[config.mk]
export PLATFORM = sky130hd
export DESIGN_NAME = ysyx_23060075_gpr_ctrl
export DESIGN_NICKNAME = d
export VERILOG_FILES = /design/src/rtl/ysyx_23060075_gpr_ctrl_pkg.sv /design/src/rtl/ysyx_23060075_rr_arb2.sv /design/src/rtl/ysyx_23060075_gpr_ctrl.sv
export SDC_FILE = /design/constraint.sdc
export NUM_CORES = 1
export LEC_CHECK = 0
export CORE_MARGIN = 5
export CORE_UTILIZATION = 24
export DETAILED_ROUTE_END_ITERATION = 10
export PLACE_DENSITY_LB_ADDON = 0.12
export SLEW_MARGIN = 20
export SYNTH_ARGS = -nofsm -noshare
export SYNTH_HDL_FRONTEND = slang
export SYNTH_HIERARCHICAL = 1
export SYNTH_SLANG_ARGS = --single-unit
[constraint.sdc]
create_clock -name clk -period 5.34 [get_ports clk]
set_input_delay 0.534 -clock clk [delete_from_list [all_inputs] [get_ports clk]]
set_output_delay 0.534 -clock clk [all_outputs]
set_load 0.1 [all_outputs]
[src/rtl/ysyx_23060075_gpr_ctrl_pkg.sv]
// Shared constants for the GPR write-port controller: ISA widths and
// writeback source encodings used by the round-robin pointer.
package ysyx_23060075_gpr_ctrl_pkg;

    localparam int ysyx_23060075_REG_ADDR_WIDTH = 5;
    localparam int ysyx_23060075_ISA_WIDTH      = 32;
    localparam int ysyx_23060075_CNT_WIDTH      = 4;

    localparam logic ysyx_23060075_WB_SRC_EXU = 1'b0;
    localparam logic ysyx_23060075_WB_SRC_LSU = 1'b1;

endpackage

[src/rtl/ysyx_23060075_rr_arb2.sv]
// Two-requester round-robin arbiter; the pointer moves to the loser only
// after a contended grant so a lone requester never disturbs fairness.
module ysyx_23060075_rr_arb2
    import ysyx_23060075_gpr_ctrl_pkg::*;
(
    input  logic       clk,
    input  logic       rst,
    input  logic [1:0] req,
    input  logic       en,
    output logic [1:0] gnt
);

    logic       rr_r;
    logic [1:0] gnt_s;

    // grant selection
    always_comb begin
        gnt_s = 2'b00;
        if (en) begin
            case (req)
                2'b01:   gnt_s = 2'b01;
                2'b10:   gnt_s = 2'b10;
                2'b11:   gnt_s = (rr_r == ysyx_23060075_WB_SRC_EXU) ? 2'b01 : 2'b10;
                default: gnt_s = 2'b00;
            endcase
        end else begin
            gnt_s = 2'b00;
        end
    end

    // priority pointer
    always_ff @(posedge clk) begin
        if (rst) begin
            rr_r <= ysyx_23060075_WB_SRC_EXU;
        end else if (en && (req == 2'b11)) begin
            rr_r <= ~rr_r;
        end else begin
            rr_r <= rr_r;
        end
    end

    assign gnt = gnt_s;

endmodule

[src/rtl/ysyx_23060075_gpr_ctrl.sv]
// GPR scoreboard and write-port scheduler: stalls issue on hazards against
// in-flight writes and funnels EXU/LSU writebacks onto the single GPR port.
module ysyx_23060075_gpr_ctrl
    import ysyx_23060075_gpr_ctrl_pkg::*;
#(
    parameter int ADDR_WIDTH   = ysyx_23060075_REG_ADDR_WIDTH,
    parameter int DATA_WIDTH   = ysyx_23060075_ISA_WIDTH,
    parameter int MAX_INFLIGHT = 4
) (
    input  logic                      clk,
    input  logic                      rst,
    input  logic                      issue_valid,
    output logic                      issue_ready,
    input  logic [ADDR_WIDTH-1:0]     issue_rs1_addr,
    input  logic [ADDR_WIDTH-1:0]     issue_rs2_addr,
    input  logic [ADDR_WIDTH-1:0]     issue_rd_addr,
    input  logic                      issue_rd_wen,
    input  logic                      exu_wb_valid,
    output logic                      exu_wb_ready,
    input  logic [ADDR_WIDTH-1:0]     exu_wb_addr,
    input  logic [DATA_WIDTH-1:0]     exu_wb_data,
    input  logic                      lsu_wb_valid,
    output logic                      lsu_wb_ready,
    input  logic [ADDR_WIDTH-1:0]     lsu_wb_addr,
    input  logic [DATA_WIDTH-1:0]     lsu_wb_data,
    input  logic                      flush,
    output logic [DATA_WIDTH-1:0]     gpr_w,
    output logic [ADDR_WIDTH-1:0]     gpr_w_addr,
    output logic                      gpr_w_en,
    output logic                      sb_err,
    output logic [(1<<ADDR_WIDTH)-1:0] busy_vec
);

    localparam int NREGS = 1 << ADDR_WIDTH;
    localparam int CNT_W = ysyx_23060075_CNT_WIDTH;
    localparam logic [CNT_W-1:0] CNT_MAX = CNT_W'(MAX_INFLIGHT);

    logic [NREGS-1:0]      busy_r;
    logic [CNT_W-1:0]      cnt_r;
    logic                  sb_err_r;

    logic [1:0]            gnt_s;
    logic                  arb_en_s;
    logic                  wb_fire_s;
    logic [ADDR_WIDTH-1:0] wb_addr_s;
    logic [DATA_WIDTH-1:0] wb_data_s;
    logic                  wb_nz_s;
    logic                  wb_clr_s;
    logic                  wb_err_s;
    logic                  issue_ready_s;
    logic                  issue_fire_s;
    logic [NREGS-1:0]      busy_set_s;
    logic [NREGS-1:0]      busy_clr_s;
    logic [NREGS-1:0]      busy_nxt_s;
    logic [CNT_W-1:0]      cnt_nxt_s;

    assign arb_en_s = !rst && !flush;

    ysyx_23060075_rr_arb2 u_arb (
        .clk (clk),
        .rst (rst),
        .req ({lsu_wb_valid, exu_wb_valid}),
        .en  (arb_en_s),
        .gnt (gnt_s)
    );

    // hazard check against registered busy bits only
    always_comb begin
        issue_ready_s = 1'b0;
        if (!rst && !flush) begin
            issue_ready_s = !busy_r[issue_rs1_addr]
                         && !busy_r[issue_rs2_addr]
                         && !(issue_rd_wen && busy_r[issue_rd_addr])
                         && !(issue_rd_wen && (issue_rd_addr != '0) && (cnt_r == CNT_MAX));
        end else begin
            issue_ready_s = 1'b0;
        end
    end

    assign issue_fire_s = issue_valid && issue_ready_s && issue_rd_wen && (issue_rd_addr != '0);

    // write-port mux of the granted requester
    always_comb begin
        wb_addr_s = '0;
        wb_data_s = '0;
        case (gnt_s)
            2'b01: begin
                wb_addr_s = exu_wb_addr;
                wb_data_s = exu_wb_data;
            end
            2'b10: begin
                wb_addr_s = lsu_wb_addr;
                wb_data_s = lsu_wb_data;
            end
            default: begin
                wb_addr_s = '0;
                wb_data_s = '0;
            end
        endcase
    end

    assign wb_fire_s = |gnt_s;
    assign wb_nz_s   = wb_fire_s && (wb_addr_s != '0);
    assign wb_clr_s  = wb_nz_s && busy_r[wb_addr_s];
    assign wb_err_s  = wb_nz_s && !busy_r[wb_addr_s];

    // next busy vector; set and clear never collide since rd must be idle to issue
    always_comb begin
        busy_set_s = '0;
        busy_clr_s = '0;
        if (issue_fire_s) begin
            busy_set_s[issue_rd_addr] = 1'b1;
        end else begin
            busy_set_s = '0;
        end
        if (wb_clr_s) begin
            busy_clr_s[wb_addr_s] = 1'b1;
        end else begin
            busy_clr_s = '0;
        end
        busy_nxt_s    = (busy_r | busy_set_s) & ~busy_clr_s;
        busy_nxt_s[0] = 1'b0;
    end

    // in-flight counter update
    always_comb begin
        cnt_nxt_s = cnt_r;
        case ({issue_fire_s, wb_clr_s})
            2'b10:   cnt_nxt_s = cnt_r + {{(CNT_W-1){1'b0}}, 1'b1};
            2'b01:   cnt_nxt_s = cnt_r - {{(CNT_W-1){1'b0}}, 1'b1};
            default: cnt_nxt_s = cnt_r;
        endcase
    end

    // scoreboard state; flush clears bookkeeping but keeps the sticky error
    always_ff @(posedge clk) begin
        if (rst) begin
            busy_r   <= '0;
            cnt_r    <= '0;
            sb_err_r <= 1'b0;
        end else if (flush) begin
            busy_r   <= '0;
            cnt_r    <= '0;
            sb_err_r <= sb_err_r;
        end else begin
            busy_r   <= busy_nxt_s;
            cnt_r    <= cnt_nxt_s;
            sb_err_r <= sb_err_r | wb_err_s;
        end
    end

    assign issue_ready  = issue_ready_s;
    assign exu_wb_ready = gnt_s[0];
    assign lsu_wb_ready = gnt_s[1];
    assign gpr_w        = wb_data_s;
    assign gpr_w_addr   = wb_addr_s;
    assign gpr_w_en     = wb_nz_s;
    assign sb_err       = sb_err_r;
    assign busy_vec     = busy_r;

endmodule

==> results.tsv, run 1 <==
stage	metric	value	unit
setup_path	endpoint	cnt_r[2]$_SDFFE_PN0P_	
status	status	finished, final reports clean	
power_and_ir_drop	irDropWorstVdd	0.000113	V
setup_path	critPathKind	in2reg	
yosys	synth-seq-cells	37	
sta	slew_viol_final	0	
clock_network	cts_tree	yes	
die	start_util	0.243	
routing	routed_wl	17000	um
grt	grt_pass1_wl	25400	um
sta	holdWs	475	ps
power_and_ir_drop	leakagePower	1.98	nW
layout	area_delta_synth_final	50.6	%
routing	vias_per_cell	5.40	
yosys	synthFlopType	dfxtp_1	
clock_network	cts_buffers	5	
sta	fin_worst_skew	2.65	ps
clock_network	clock-sinks	37	
power_and_ir_drop	power	0.000800	W
clock_network	clkLatencyLatePin	280	ps
setup_path	arrival	4990	ps
setup_path	rrSetupSlack	1240	ps
routing	drtIter0Drc	270	
routing	firstDrtPassIters	5	
clock_network	clockBufferDepth	2	
setup_path	startpoint_type	primary input	
sta	finalCriticalPeriod	4780	ps
clock_network	cts_root_buf	clkbuf_16	
hold_path	hold_depth	2	
layout	diodes	0	
die	die_w	136	um
clock_network	cts_resized	0	
sta	fmax	209	MHz
grt	grt_pass1_vias	4355	
placement	numPortBuffers	168	
routing	routedWlPerCell	21.2	um
yosys	yosys_warnings	6	
yosys	synth_area	3810	um2
placement	dpl.hpwl	13100	um
routing	drc	0	
setup_path	crit_start	rst	
yosys	yosys.area.top_type_share	0.194	
yosys	syn_inst	435	
clock_network	cts_setup_buffers	0	
die	die_area	18500	um2
hold_path	hold_path.class	reg2reg	
layout	drive_gt1_frac	0.179	
clock_network	hold_buffers	0	
clock_network	htreeDepth	2	
die	rows	46	
sta	hold_viol	0	
setup_path	crit_required	5550	ps
yosys	ys_async_sr_fraction	0	
setup_path	rr_startpoint	u_arb/rr_r$_SDFFE_PP0P_	
yosys	synth-edff-count	0	
placement	place.gp.congestion	0.889	
sta	max_slew.worst_pin.slew	1010	ps
yosys	yosysSeqAreaShare	0.194	
grt	grt_max_degree	40	
setup_path	cp-end-kind	flip-flop	
sta	relSlewSlack	0.326	
yosys	avgSynthCellArea	8.77	um2
sta	min_period_over_period	0.895	
sta	timing.setup.tns	0	ps
die	ios	170	
yosys	synth_fp_nets	537	
yosys	ys_types	68	
grt	grt-ovfl-total	0	
sta	setup-violations-final	0	
layout	final_nets	686	
routing	vias	4322	
layout	fillers	1618	
flow_run	cap_violations	0	
sta	rsz0062_at_grt	false	
setup_path	r2r_cells	17	
power_and_ir_drop	powerDensity	139	nW/um2
setup_path	r2r-end	cnt_r[2]$_SDFFE_PN0P_	
grt	antenna_found_initial	0	
layout	final_util	0.366	
routing	detail-route-antenna-nets	0	
grt	grtUsageTotal	0.176	
die	fp.dieH	136	um
yosys	synth.area.top_cells	dfxtp_1, mux4_2, a22oi_1, nor2b_1, a211oi_1	
setup_path	crit_path_max_fanout	39	
yosys	synth_largest_area_cell	dfxtp_1	
clock_network	clkSlewWorstSetupHoldPaths	60	ps
die	core	15700	um2
logic make-up after synthesis:
logic type,Yosys count,synth area share
other cells,1,0.000983
flops,37,0.194
xor+xnor,4,0.00919
compound gates,153,0.286
mux,42,0.171
buf+inv,51,0.0810
simple gates,141,0.239
fa+ha+maj,6,0.0197
per-stage QoR:
stage | instances | setup slack [ps] | area (um2)
2_1_floorplan | 435 | 82.2 | 3840
3_3_place_gp | 793 | 411 | 5600
3_5_place_dp | 793 | 261 | 5600
4_1_cts | 801 | 538 | 5740
5_1_grt | 801 | 236 | 5740
6_report | 801 | 560 | 5740
worst min path at each step:
stage                          start               endpoint
5_1_grt          sb_err$_SDFFE_PP0N_    sb_err$_SDFFE_PP0N_
4_1_cts          sb_err$_SDFFE_PP0N_    sb_err$_SDFFE_PP0N_
3_3_place_gp     sb_err$_SDFFE_PP0N_    sb_err$_SDFFE_PP0N_
6_report         sb_err$_SDFFE_PP0N_    sb_err$_SDFFE_PP0N_
3_5_place_dp     sb_err$_SDFFE_PP0N_    sb_err$_SDFFE_PP0N_
2_1_floorplan  cnt_r[3]$_SDFFE_PN0P_  cnt_r[3]$_SDFFE_PN0P_
synth_stat cells (all sizes together) (8+ instances only):
cell type  number
a22oi          38
and3           16
a31oi          32
inv            12
o21ai           8
nor2           21
clkbuf         19
nor3            9
mux2i          20
a211oi         32
o22ai           8
nand2          10
mux4           17
buf            19
a21oi          12
nand3           9
nor2b          39
dfxtp          37
flip-flops by register name (all words and copies together), names as in the netlist:
name and cells:
busy_vec 31, sb_err 1, cnt_r 4, u_arb/rr_r 1
cell usage in the layout, fill, tap and decap left out, drive strengths merged, types with 16 or more instances in the layout:
cell	count
a31oi	32
dfxtp	37
nor2b	39
nor2	21
a211oi	32
mux2i	20
buf	52
a22oi	38
and3	16
clkdlybuf4s50	129
mux4	17
final cells by class:
| cell class | count | area [um2] | area share |
|---|---|---|---|
| Timing Repair Buffer | 181 | 1760 | 0.306 |
| Clock inverter | 3 | 17.5 | 0.00305 |
| Inverter | 12 | 45.0 | 0.00784 |
| Sequential cell | 37 | 741 | 0.129 |
| Clock buffer | 5 | 125 | 0.0218 |
| Tap cell | 216 | 270 | 0.0471 |
| Multi-Input combinational cell | 347 | 2790 | 0.485 |
report_power, final:
part	total [W]	leakage [nW]	internal [W]	switching, W
combinational	0.000236	1.62	0.000109	0.000127
clock	0.000287	0.0696	0.000171	0.000116
sequential	0.000278	0.298	0.000277	0.000000928
routing by layer:
metal,wire length [um],up-vias,track usage
li1,-,2017,-
met1,6750,2094,0.222
met2,8360,186,0.297
met3,1460,25,0.0426
met4,424,0,0.0560
met5,0,-,0
worst max-delay path, stage by stage:
cell,delay (ps)
clkdlybuf4s50_1,450
or2_2,300
inv_1,90
nand2_1,90
a21oi_4,150
ha_1,190
buf_4,370
a22o_1,530
mux4_2,400
a211oi_1,250
o21ai_1,140
nand4_4,90
nor2_1,60
ha_1,280
xor2_1,170
ha_1,180
a21oi_1,140
xor2_1,90
or3_1,310
a21oi_1,150
No activity file was read; power rests on OpenSTA's default activity.
==> inputs of run 2 (changes only) <==
Settings changed: SKIP_LAST_GASP set to 1.
Clock period 5.34 ns to 4.46 ns, I/O delays scaled along.
==> run 2 against run 1 <==
Net effect: total power grew 24%; first-iteration DRC count increased by 20%; combinational power increased by 31%; sequential power up 19%; highest routed layer unchanged.
==> results.tsv, run 2 (synthesized netlist as in run 1, its figures left out) <==
stage	metric	value	unit
sta	fin_worst_skew	4.85	ps
layout	mostFrequentLayoutCell	clkdlybuf4s50_1	
setup_path	critPathKind	in2reg	
routing	drtIter0Drc	323	
clock_network	clkLatencyLatePin	280	ps
sta	min_period_over_period	0.930	
placement	numPortBuffers	168	
clock_network	clock-sinks	37	
routing	wl_met2	8360	um
clock_network	hold_buffers	0	
routing	firstDrtPassIters	4	
power_and_ir_drop	intPower	0.000687	W
sta	rsz0062_at_grt	false	
placement	dpl.hpwl	13600	um
clock_network	cts_buffers	5	
clock_network	cts_root_buf	clkbuf_16	
layout	stdcell_count	823	
routing	routed.top_layer	met4	
die	core	15700	um2
setup_path	crit_required	4660	ps
grt	grt_pass1_vias	4476	
clock_network	cts_resized	0	
sta	holdWs	482	ps
sta	max_slew.worst_pin.slew	996	ps
flow_run	cap_violations	0	
clock_network	htreeDepth	2	
hold_path	hold_path.class	reg2reg	
placement	dp_cells	815	
die	die_area	18500	um2
sta	fmax	241	MHz
power_and_ir_drop	power	0.000989	W
die	rows	46	
power_and_ir_drop	powerDensity	153	nW/um2
power_and_ir_drop	p_switching	0.000302	W
routing	vias	4395	
power_and_ir_drop	pwr-share-comb	0.311	
die	die_w	136	um
power_and_ir_drop	irDropWorstVdd	0.000112	V
die	fp.dieH	136	um
routing	routedWlPerCell	21.0	um
routing	wl_met3	1570	um
setup_path	crit_path_max_fanout	9	
clock_network	clkSlewWorstSetupHoldPaths	60	ps
routing	detail-route-antenna-nets	0	
layout	area_delta_synth_final	69.0	%
clock_network	cts_setup_buffers	0	
routing	wl_met1	6850	um
sta	relSlewSlack	0.334	
layout	largest_reg_flops	31	
layout	final_nets	708	
die	start_util	0.243	
layout	drive_gt1_frac	0.283	
status	status	finished, final reports clean	
layout	diodes	0	
power_and_ir_drop	leakagePower	2.20	nW
grt	antenna_found_initial	0	
sta	timing.setup.tns	0	ps
sta	setup-violations-final	0	
grt	grt_pass1_wl	26200	um
sta	hold_viol	0	
routing	routed_wl	17300	um
sta	finalCriticalPeriod	4150	ps
clock_network	clockBufferDepth	2	
placement	place.gp.congestion	0.877	
clock_network	cts_tree	yes	
grt	grtUsageTotal	0.183	
layout	final_util	0.410	
die	ios	170	
routing	drc	0	
setup_path	arrival	4350	ps
routing	vias_per_cell	5.34	
sta	slew_viol_final	0	
power_and_ir_drop	pwr-share-seq	0.336	
power_and_ir_drop	sw_frac_of_total	0.305	
grt	grt-ovfl-total	0	
power_and_ir_drop	clkPwrFrac	0.353	
setup_path	startpoint_type	primary input	
setup_path	cp-end-kind	flip-flop	
layout	final_cell_mix	clkdlybuf4s50_1, buf_12, a22oi_1, dfxtp_1, buf_4	
grt	grt_max_degree	37	
[run 2: changes by cell type in the layout (fill, tap and decap cells not counted), moves of 3 or more]
cell / before / now
nor2b_1: 39 / 7
ha_1: 6 / 2
inv_2: 0 / 3
buf_12: 6 / 39
inv_1: 12 / 9
buf_4: 46 / 37
nor2b_2: 0 / 32
[run 2: power groups by stage]
stage,logic (W),clock network [W],registers (W)
2_1_floorplan,0.000170,0,0.000341
3_3_place_gp,0.000305,0,0.000340
3_5_place_dp,0.000307,0,0.000340
4_1_cts,0.000308,0.000353,0.000332
5_1_grt,0.000325,0.000370,0.000332
6_report,0.000308,0.000349,0.000332
[run 2: path summary, 6_finish.rpt]
kind / start / endpoint / slack (ps) / depth (start not counted)
min: sb_err$_SDFFE_PP0N_ / sb_err$_SDFFE_PP0N_ / 480 / 2
max reg2reg: u_arb/rr_r$_SDFFE_PP0P_ / cnt_r[2]$_SDFFE_PN0P_ / 890 / 17
min reg2reg: sb_err$_SDFFE_PP0N_ / sb_err$_SDFFE_PP0N_ / 480 / 2
max: flush / cnt_r[2]$_SDFFE_PN0P_ / 310 / 22
[run 2: worst max-delay path, stage by stage]
cell and delay, ps:
clkdlybuf4s50_1 410, or2_2 320, inv_2 70, nand2_1 80, a21oi_4 190, inv_2 80
ha_4 160, buf_4 150, a22o_1 350, buf_4 200, nand2_2 90, o22ai_1 80
o21ai_1 240, nand4_4 140, nor2_2 150, ha_2 200, xor2_1 150, ha_1 160
a21oi_1 40, xor2_1 160, or3_1 320, a21oi_1 160
[run 2: final cells by class]
cell class | instances | area (um2)
clock inverter | 3 | 17.5
fill | 1538 | 9270
timing repair buffer | 203 | 2330
tap | 216 | 270
clock buffer | 5 | 125
inverter | 12 | 45.0
sequential | 37 | 741
multi-input combinational | 347 | 2920
[run 2: metal layers]
layer  GRT usage  vias up
met5           0        -
met3      0.0518       34
met4      0.0605        0
met1       0.214     2087
li1            -     2064
met2       0.319      210
[run 2: through the flow]
stage | instance area [um2] | worst slack, ps
floorplan | 4000 | -213
global placement | 6300 | 94.8
detailed placement | 6300 | -13.1
CTS | 6440 | 276
global route | 6440 | 69.1
finish | 6440 | 314
